$ cat src/rtl/rca_slice_sequencer_if.sv
// Request/result bundle for rca_slice_sequencer. o_ovf exists only when
// RCA_SEQ_OVF_EN is defined.
interface rca_slice_sequencer_if #(
  parameter int WIDTH = 16
);
  logic             i_valid;
  logic             o_ready;
  logic [WIDTH-1:0] i_a;
  logic [WIDTH-1:0] i_b;
  logic             i_cin;
  logic             o_valid;
  logic             i_ready;
  logic [WIDTH-1:0] o_sum;
  logic             o_cout;
`ifdef RCA_SEQ_OVF_EN
  logic             o_ovf;
`endif

  modport master (
    output i_valid, i_a, i_b, i_cin, i_ready,
`ifdef RCA_SEQ_OVF_EN
    input  o_ovf,
`endif
    input  o_ready, o_valid, o_sum, o_cout
  );

  modport slave (
    input  i_valid, i_a, i_b, i_cin, i_ready,
`ifdef RCA_SEQ_OVF_EN
    output o_ovf,
`endif
    output o_ready, o_valid, o_sum, o_cout
  );
endinterface

$ cat src/rtl/rca_slice_sequencer.sv
// Multi-cycle adder: one 4-bit ripple slice reused per clock, LSB first.
// Optional signed-overflow output enabled by defining RCA_SEQ_OVF_EN.
module rca_4_full_addr (
  input  logic [3:0] a_i,
  input  logic [3:0] b_i,
  input  logic       cin_i,
  output logic [3:0] sum_o,
  output logic       cout_o
);
  assign {cout_o, sum_o} = {1'b0, a_i} + {1'b0, b_i} + {4'b0, cin_i};
endmodule

module rca_slice_sequencer #(
  parameter int WIDTH = 16
) (
  input logic                  i_clk,
  input logic                  i_rst,
  rca_slice_sequencer_if.slave bus
);
  localparam int SLICES = WIDTH / 4;
  localparam int CNT_W  = (SLICES > 1) ? $clog2(SLICES) : 1;

  typedef enum logic [1:0] {
    S_IDLE,
    S_RUN,
    S_DONE
  } state_t;

  state_t             state_q, state_d;
  logic [WIDTH-1:0]   a_q, a_d;
  logic [WIDTH-1:0]   b_q, b_d;
  logic [WIDTH-1:0]   sum_sh_q, sum_sh_d;
  logic               cy_q, cy_d;
  logic [CNT_W-1:0]   cnt_q, cnt_d;
  logic [WIDTH-1:0]   sum_q, sum_d;
  logic               cout_q, cout_d;
  logic [3:0]         slice_sum;
  logic               slice_cout;
  logic [WIDTH-1:0]   sum_sh_next;
`ifdef RCA_SEQ_OVF_EN
  logic               ovf_q, ovf_d;
`endif

  rca_4_full_addr u_slice (
    .a_i    (a_q[3:0]),
    .b_i    (b_q[3:0]),
    .cin_i  (cy_q),
    .sum_o  (slice_sum),
    .cout_o (slice_cout)
  );

  // Shift-then-overwrite keeps the WIDTH=4 case free of reversed slices.
  always_comb begin
    sum_sh_next = sum_sh_q >> 4;
    sum_sh_next[WIDTH-1 -: 4] = slice_sum;
  end

  always_comb begin
    state_d  = state_q;
    a_d      = a_q;
    b_d      = b_q;
    sum_sh_d = sum_sh_q;
    cy_d     = cy_q;
    cnt_d    = cnt_q;
    sum_d    = sum_q;
    cout_d   = cout_q;
`ifdef RCA_SEQ_OVF_EN
    ovf_d    = ovf_q;
`endif
    unique case (state_q)
      S_IDLE: begin
        if (bus.i_valid) begin
          a_d     = bus.i_a;
          b_d     = bus.i_b;
          cy_d    = bus.i_cin;
          cnt_d   = '0;
          state_d = S_RUN;
        end
      end
      S_RUN: begin
        sum_sh_d = sum_sh_next;
        cy_d     = slice_cout;
        a_d      = a_q >> 4;
        b_d      = b_q >> 4;
        cnt_d    = cnt_q + CNT_W'(1);
        if (cnt_q == CNT_W'(SLICES - 1)) begin
          state_d = S_DONE;
          sum_d   = sum_sh_next;
          cout_d  = slice_cout;
`ifdef RCA_SEQ_OVF_EN
          ovf_d   = (a_q[3] == b_q[3]) && (slice_sum[3] != a_q[3]);
`endif
        end
      end
      S_DONE: begin
        if (bus.i_ready) state_d = S_IDLE;
      end
      default: state_d = S_IDLE;
    endcase
  end

  always_ff @(posedge i_clk or posedge i_rst) begin
    if (i_rst) begin
      state_q  <= S_IDLE;
      a_q      <= '0;
      b_q      <= '0;
      sum_sh_q <= '0;
      cy_q     <= 1'b0;
      cnt_q    <= '0;
      sum_q    <= '0;
      cout_q   <= 1'b0;
`ifdef RCA_SEQ_OVF_EN
      ovf_q    <= 1'b0;
`endif
    end else begin
      state_q  <= state_d;
      a_q      <= a_d;
      b_q      <= b_d;
      sum_sh_q <= sum_sh_d;
      cy_q     <= cy_d;
      cnt_q    <= cnt_d;
      sum_q    <= sum_d;
      cout_q   <= cout_d;
`ifdef RCA_SEQ_OVF_EN
      ovf_q    <= ovf_d;
`endif
    end
  end

  assign bus.o_ready = (state_q == S_IDLE);
  assign bus.o_valid = (state_q == S_DONE);
  assign bus.o_sum   = sum_q;
  assign bus.o_cout  = cout_q;
`ifdef RCA_SEQ_OVF_EN
  assign bus.o_ovf   = ovf_q;
`endif
endmodule
$ cat src/flat_wrapper.sv
// flat-port wrapper written by rule: the top's interface ports become plain ports
module rca_slice_sequencer_flat 
#(
  parameter int WIDTH = 16
)
  (i_clk, i_rst, bus_i_valid, bus_i_a, bus_i_b, bus_i_cin, bus_i_ready, bus_o_ready, bus_o_valid, bus_o_sum, bus_o_cout);
  rca_slice_sequencer_if #(.WIDTH(WIDTH)) bus_i ();
  input logic i_clk;
  input logic i_rst;
  input wire logic [$bits(bus_i.i_valid)-1:0] bus_i_valid;
  input wire logic [$bits(bus_i.i_a)-1:0] bus_i_a;
  input wire logic [$bits(bus_i.i_b)-1:0] bus_i_b;
  input wire logic [$bits(bus_i.i_cin)-1:0] bus_i_cin;
  input wire logic [$bits(bus_i.i_ready)-1:0] bus_i_ready;
  output wire logic [$bits(bus_i.o_ready)-1:0] bus_o_ready;
  output wire logic [$bits(bus_i.o_valid)-1:0] bus_o_valid;
  output wire logic [$bits(bus_i.o_sum)-1:0] bus_o_sum;
  output wire logic [$bits(bus_i.o_cout)-1:0] bus_o_cout;
  assign bus_i.i_valid = bus_i_valid;
  assign bus_i.i_a = bus_i_a;
  assign bus_i.i_b = bus_i_b;
  assign bus_i.i_cin = bus_i_cin;
  assign bus_i.i_ready = bus_i_ready;
  assign bus_o_ready = bus_i.o_ready;
  assign bus_o_valid = bus_i.o_valid;
  assign bus_o_sum = bus_i.o_sum;
  assign bus_o_cout = bus_i.o_cout;
  rca_slice_sequencer #(.WIDTH(WIDTH)) u_core (.i_clk(i_clk), .i_rst(i_rst), .bus(bus_i));
endmodule
$ cat config.mk
export PLATFORM = sky130hd
export DESIGN_NAME = rca_slice_sequencer_flat
export DESIGN_NICKNAME = d
export VERILOG_FILES = /design/src/rtl/rca_slice_sequencer_if.sv /design/src/rtl/rca_slice_sequencer.sv /design/src/flat_wrapper.sv
export SDC_FILE = /design/constraint.sdc
export NUM_CORES = 1
export LEC_CHECK = 0
export CAP_MARGIN = 20
export CORE_MARGIN = 1
export CORE_UTILIZATION = 45
export CTS_CLUSTER_SIZE = 25
export DETAILED_ROUTE_END_ITERATION = 10
export GPL_ROUTABILITY_DRIVEN = 0
export GPL_TIMING_DRIVEN = 0
export PLACE_DENSITY = 0.74
export SYNTH_ARGS = -nofsm -noshare
export SYNTH_HDL_FRONTEND = slang
export SYNTH_SLANG_ARGS = --single-unit
$ cat constraint.sdc
create_clock -name i_clk -period 6 [get_ports i_clk]
set_input_delay 1.8 -clock i_clk [delete_from_list [all_inputs] [get_ports i_clk]]
set_output_delay 1.8 -clock i_clk [all_outputs]
set_load 0.01 [all_outputs]
==> impl_metrics.tcl, run 1 <==
set metrics [dict create \
    syn2layout_area_growth_pct 30.2 \
    drt_wl_total_um 6190 \
    avgSynthCellArea_um2 10.5 \
    hold_viol 0 \
    maxSlewHeadroom_pct 43.4 \
    drt_iter0_drc 96 \
    synthXorXnorAreaFrac_pct 0.583 \
    power.leakage_nw 1.86 \
    antenna_found_initial 0 \
    htreeDepth 3 \
    swShare_pct 34.7 \
    synth_compound_area_share_pct 11.7 \
    slew_violations 0 \
    p_sw_w 0.000729 \
    crit_type "flop to output port" \
    cts.hold.buffers_added 0 \
    maxCapViolations 0 \
    numCtsBuffers 9 \
    powerDensity_nw_per_um2 537 \
    via_count 2213 \
    comb_power_share_pct 41.4 \
    clkSlewWorstSetupHoldPaths_ns 0.07 \
    worst_hold_path_type "flop to flop" \
    routed_via_density 5.11 \
    synth_nets 328 \
    numPortBuffers 54 \
    skew_ns 0.00751 \
    p_clk_share_pct 22.3 \
    grt_overflow 0 \
    fin_tns_setup_ns 0 \
    drc_errors 0 \
    power_w 0.00210 \
    clock_latency_ns 0.35 \
    setup_violations 0 \
    synth_cell_types 26 \
    antennaDiodeCount 0 \
    die_w_um 83.7 \
    p_seq_share_pct 36.3 \
    rows 29 \
    dp.cells 417 \
    wire_per_inst_um 14.3 \
    yosys.area_share.adder_pct 3.00 \
    drtPass1Iterations 4 \
    layout.nets 394 \
    yosys-mux-area-fraction_pct 11.3 \
    synth-simple-area-share_pct 14.2 \
    cts.sinks 66 \
    r2r-end "u_core.cy_q$_DFFE_PP0P_" \
    cts_resized 0 \
    r2r_start "u_core.cy_q$_DFFE_PP0P_" \
    synth_top_family_by_area "simple AND/OR/NAND/NOR gates" \
    regToRegSetupSlack_ns 4.23 \
    clk_path_buf_depth 2 \
    critical_path_required_ns 4.20 \
    start_util_pct 47.0 \
    ff2ff_path_depth 7 \
    fin_crit_sh_pct 65.0 \
    die_y_um 83.7 \
    final_cells 433 \
    dpl_cell_area_um2 3660 \
    cts_setup_buffers 0 \
    root_buffer "clkbuf_8" \
    ir_drop_uv 318 \
    grt_pass1_vias 2215 \
    yosysWarnings 0 \
    rsz0062_at_grt "no" \
    grt_max_degree 41 \
    synth-seq-area-share_pct 55.0 \
    fin_crit_ns 3.90 \
    track_usage_pct 19.6 \
    coreArea_um2 6390 \
    ys_seq_elements 66 \
    ios 56 \
    die_area_um2 7000 \
    postSynthCellCount 285 \
    ant_nets 0 \
    fmax_ghz 0.256 \
    tightest_slew_ns 0.848 \
    hold_path_depth 2 \
    hpwl_um 4380 \
    utilization_pct 61.2 \
    hp-start "u_core.sum_sh_q[7]$_DFFE_PP0P_" \
    arrival_ns 2.10 \
    drive_above_1_share_pct 12.9 \
    min_to "u_core.sum_sh_q[7]$_DFFE_PP0P_" \
    cp_max_fo 10 \
    cp-start-kind "flop" \
    cts_tree "done" \
    power.internal_w 0.00137 \
    grt_pass1_wl_um 10700 \
    cp-end-kind "output port" \
    final_area_um2 3910 \
    status "finished, final reports clean" \
    synth_area_um2 3000 \
]
placed cells by master, fill, tap and decap left out, drive strengths merged:
master | synthesis | final
a21o | 2 | 2
a21oi | 21 | 21
a22o | 1 | 1
and2b | 1 | 1
and3b | 9 | 9
buf | 12 | 13
bufinv | 0 | 3
clkbuf | 7 | 18
clkdlybuf4s50 | 0 | 54
clkinv | 0 | 2
dfrtp | 66 | 66
fa | 2 | 2
ha | 4 | 4
inv | 6 | 6
mux2 | 13 | 13
mux2i | 15 | 15
nand2 | 68 | 68
nand2b | 2 | 2
nor2 | 1 | 1
nor2b | 9 | 9
nor3b | 1 | 1
o21ai | 42 | 42
o21bai | 1 | 1
xor2 | 2 | 2
synth_stat cells (all sizes together):
cell	n	area [µm²]
nor2b	9	56.3
fa	2	40.0
nand2b	2	12.5
and3b	9	78.8
nor3b	1	7.51
a22o	1	8.76
mux2i	15	150
mux2	13	188
o21bai	1	11.3
ha	4	50.1
nand2	68	258
a21o	2	15.0
dfrtp	66	1650
clkbuf	7	26.3
a21oi	21	105
and2b	1	8.76
xor2	2	17.5
o21ai	42	210
inv	6	22.5
buf	12	81.3
nor2	1	3.75
critical path, stage by stage, from the launching register on:
cell and delay, ns:
dfrtp_1 0.42, clkbuf_1 0.33, clkbuf_1 0.44, nor2_1 0.08, clkdlybuf4s50_1 0.49
final cells by class:
class	instances	area, µm²
Sequential cell	66	1650
Inverter	6	22.5
Timing Repair Buffer	55	561
Fill cell	540	2470
Multi-Input combinational cell	194	1220
Buffer	19	108
Clock inverter	5	100
Tap cell	77	96.3
Clock buffer	11	151
sequential cells by signal, indices dropped and copies added, names as in the netlist:
signal	count
u_core.a_q	16
u_core.b_q	16
u_core.bus.o_cout	1
u_core.bus.o_sum	16
u_core.cnt_q	2
u_core.cy_q	1
u_core.state_q	2
u_core.sum_sh_q	12
through the flow:
step	hold WS [ns]	setup WS (ns)
final	0.476	2.10
after global routing	0.501	1.97
after CTS	0.479	2.09
after detailed placement	0.463	2.50
after global placement	0.459	1.42
after floorplan	0.446	2.55
power by group through the flow:
stage          sequential, W  clock [W]  combinational (W)
5_1_grt             0.000789   0.000497           0.000971
6_report            0.000764   0.000469           0.000869
2_1_floorplan       0.000762          0           0.000574
3_5_place_dp        0.000774          0           0.000873
3_3_place_gp        0.000764          0           0.000844
4_1_cts             0.000766   0.000474           0.000880
logic make-up after synthesis:
logic type / count (synthesis)
AO/OA/AOI/OAI: 67
flip-flops: 66
AND/OR/NAND/NOR: 91
adder cells (fa/ha/maj): 6
buffers and inverters: 25
XOR/XNOR: 2
multiplexers: 28
metal layers:
metal  GRT usage, %  share of wire, %  routed length [µm]
met3           3.66               4.3                 268
met2           31.1                49                3010
met4           8.63               2.1                 128
met1           26.4                45                2780
met5              0                 0                   0
how the worst max path moves through the flow:
stage                                              from                        end  slack, ns  depth (start not counted)
after floorplan                                   i_rst  u_core.a_q[0]$_DFFE_PP0P_       2.55                          1
after global routing      u_core.state_q[1]$_DFFE_PP0P_                bus_o_ready       1.97                          4
after global placement                            i_rst  u_core.a_q[6]$_DFFE_PP0P_       1.42                          2
after detailed placement  u_core.state_q[1]$_DFFE_PP0P_                bus_o_ready       2.50                          4
after CTS                 u_core.state_q[1]$_DFFE_PP0P_                bus_o_ready       2.09                          4
final                     u_core.state_q[1]$_DFFE_PP0P_                bus_o_ready       2.10                          4
Note: power is estimated with default switching activity, not from simulation.
==> inputs of run 2 (changes only) <==
--- a/config.mk
+++ b/config.mk
@@ -12,7 +12,7 @@
 export DETAILED_ROUTE_END_ITERATION = 10
 export GPL_ROUTABILITY_DRIVEN = 0
 export GPL_TIMING_DRIVEN = 0
-export PLACE_DENSITY = 0.74
+export PLACE_DENSITY = 0.77
 export SYNTH_ARGS = -nofsm -noshare
 export SYNTH_HDL_FRONTEND = slang
 export SYNTH_SLANG_ARGS = --single-unit
==> constraint.sdc (replaced) <==
create_clock -name i_clk -period 3.2 [get_ports i_clk]
set_input_delay 0.96 -clock i_clk [delete_from_list [all_inputs] [get_ports i_clk]]
set_output_delay 0.96 -clock i_clk [all_outputs]
set_load 0.01 [all_outputs]
==> impl_metrics.tcl, run 2 (synthesis results as in run 1) <==
set metrics [dict create \
    status "finished, final reports clean" \
    antennaDiodeCount 0 \
    ios 56 \
    setup_violations 0 \
    crit_type "flop to output port" \
    layout.nets 394 \
    numPortBuffers 54 \
    clock_latency_ns 0.34 \
    fmax_ghz 0.335 \
    p_seq_share_pct 39.2 \
    crit_chain "clkbuf_1 -> clkbuf_1 -> nor2_1 -> clkdlybuf4s50_1" \
    cts_resized 0 \
    numCtsBuffers 9 \
    cts.hold.buffers_added 0 \
    syn2layout_area_growth_pct 27.5 \
    ir_drop_uv 504 \
    critical_path_required_ns 2.24 \
    ant_nets 0 \
    comb_power_share_pct 44.2 \
    most-common-layout-cells "nand2_1, dfrtp_1, clkdlybuf4s50_1" \
    skew_ns 0.00794 \
    worst_hold_path_type "flop to flop" \
    grt_overflow 0 \
    pre_cts_slack_ns 0.575 \
    p_clk_share_pct 16.7 \
    utilization_pct 60.0 \
    fin_crit_sh_pct 93.4 \
    hpwl_um 4380 \
    worst-path-buf-inv 3 \
    drc_errors 0 \
    crit_top_cell "clkbuf_1" \
    cp_max_fo 10 \
    drtPass1Iterations 5 \
    clk_path_buf_depth 2 \
    powerDensity_nw_per_um2 956 \
    maxCapViolations 0 \
    grt_pass1_wl_um 10500 \
    final_common_cell "nand2_1" \
    coreArea_um2 6390 \
    die_w_um 83.7 \
    tightest_slew_ns 0.729 \
    grt_pass1_vias 2212 \
    setup_ws_ns 0.212 \
    cts_setup_buffers 0 \
    swShare_pct 36.4 \
    drt_iter0_drc 120 \
    fin_crit_ns 2.99 \
    start_util_pct 47.0 \
    power.internal_w 0.00233 \
    drt_wl_total_um 6070 \
    power.leakage_nw 1.82 \
    track_usage_pct 19.4 \
    slew_violations 0 \
    arrival_ns 2.03 \
    regToRegSetupSlack_ns 1.43 \
    cp-end-kind "output port" \
    cts_tree "done" \
    p_sw_w 0.00133 \
    grt_max_degree 35 \
    htreeDepth 3 \
    wire_per_inst_um 14.1 \
    cts.sinks 66 \
    maxSlewHeadroom_pct 51.3 \
    root_buffer "clkbuf_8" \
    routed_via_density 5.17 \
    cp-start-kind "flop" \
    hold_viol 0 \
    die_area_um2 7000 \
    cp_slowest_cell "clkdlybuf4s50_1" \
    rows 29 \
    antenna_found_initial 0 \
    rsz0062_at_grt "no" \
    critical_path.top_delay_family "buffers and inverters" \
    via_count 2233 \
    clkSlewWorstSetupHoldPaths_ns 0.07 \
    die_y_um 83.7 \
    drive_above_1_share_pct 12.4 \
    cpPeakStageDelay_ns 0.49 \
]
==> run 2: changes by cell type in the layout (fill, tap and decap cells not counted), sizes merged <==
cell	before	now
bufinv	3	0
clkbuf	18	19
clkinv	2	3
==> run 2: cell type report <==
class                      instances  area (µm²)
buffer                            19         108
tap                               77        96.3
sequential                        66        1650
clock inverter                     3        15.0
timing repair buffer              55         561
clock buffer                      12         155
fill                             545        2560
inverter                           6        22.5
multi-input combinational        194        1220
==> run 2: worst register-to-register path, stage by stage, from the launching register on <==
cell	delay [ns]
dfrtp_1	0.40
fa_1	0.45
inv_1	0.08
fa_1	0.20
inv_1	0.05
a21o_1	0.17
a21oi_1	0.21
o21ai_0	0.10
==> run 2: power groups by stage <==
stage | logic (W) | clock network, W | registers (W)
after CTS | 0.00164 | 0.000630 | 0.00143
after detailed placement | 0.00163 | 0 | 0.00145
after global routing | 0.00181 | 0.000668 | 0.00148
after floorplan | 0.00108 | 0 | 0.00143
final | 0.00162 | 0.000611 | 0.00143
after global placement | 0.00157 | 0 | 0.00143
==> run 2: final timing paths <==
path,start,endpoint,cells after the start
worst max-delay path,u_core.state_q[1]$_DFFE_PP0P_,bus_o_ready,4
worst min-delay path,u_core.sum_sh_q[6]$_DFFE_PP0P_,u_core.sum_sh_q[6]$_DFFE_PP0P_,2
worst max register to register,u_core.cy_q$_DFFE_PP0P_,u_core.bus.o_cout$_DFFE_PP0P_,7
worst min register to register,u_core.sum_sh_q[6]$_DFFE_PP0P_,u_core.sum_sh_q[6]$_DFFE_PP0P_,2
max in group asynchronous,i_rst,u_core.b_q[2]$_DFFE_PP0P_,3
min in group asynchronous,i_rst,u_core.b_q[1]$_DFFE_PP0P_,2
==> run 2: per-stage QoR <==
step                      TNS [ns]  cell area (µm²)  total power (W)  hold slack [ns]  std cells
after floorplan                  0             3000          0.00251            0.446        285
after global placement      -34.04             3640          0.00300            0.459        416
after detailed placement         0             3660          0.00308            0.468        417
after CTS                        0             3830          0.00370            0.484        432
after global routing             0             3830          0.00396            0.512        432
final                            0             3830          0.00366            0.478        432
==> run 2: layer usage <==
layer,GRT usage (%),wire (µm),up-vias
li1,-,-,1088
met1,25.0,2790,1075
met2,30.5,2890,59
met3,6.53,287,11
met4,7.09,108,0
met5,0,0,-
==> inputs of run 3 (changes only) <==
--- a/config.mk
+++ b/config.mk
@@ -10,7 +10,6 @@
 export CORE_UTILIZATION = 45
 export CTS_CLUSTER_SIZE = 25
 export DETAILED_ROUTE_END_ITERATION = 10
-export GPL_ROUTABILITY_DRIVEN = 0
 export GPL_TIMING_DRIVEN = 0
 export PLACE_DENSITY = 0.77
 export SYNTH_ARGS = -nofsm -noshare
==> results of run 3 <==
The final DEF is identical to that of run 2; final timing and power are the same.
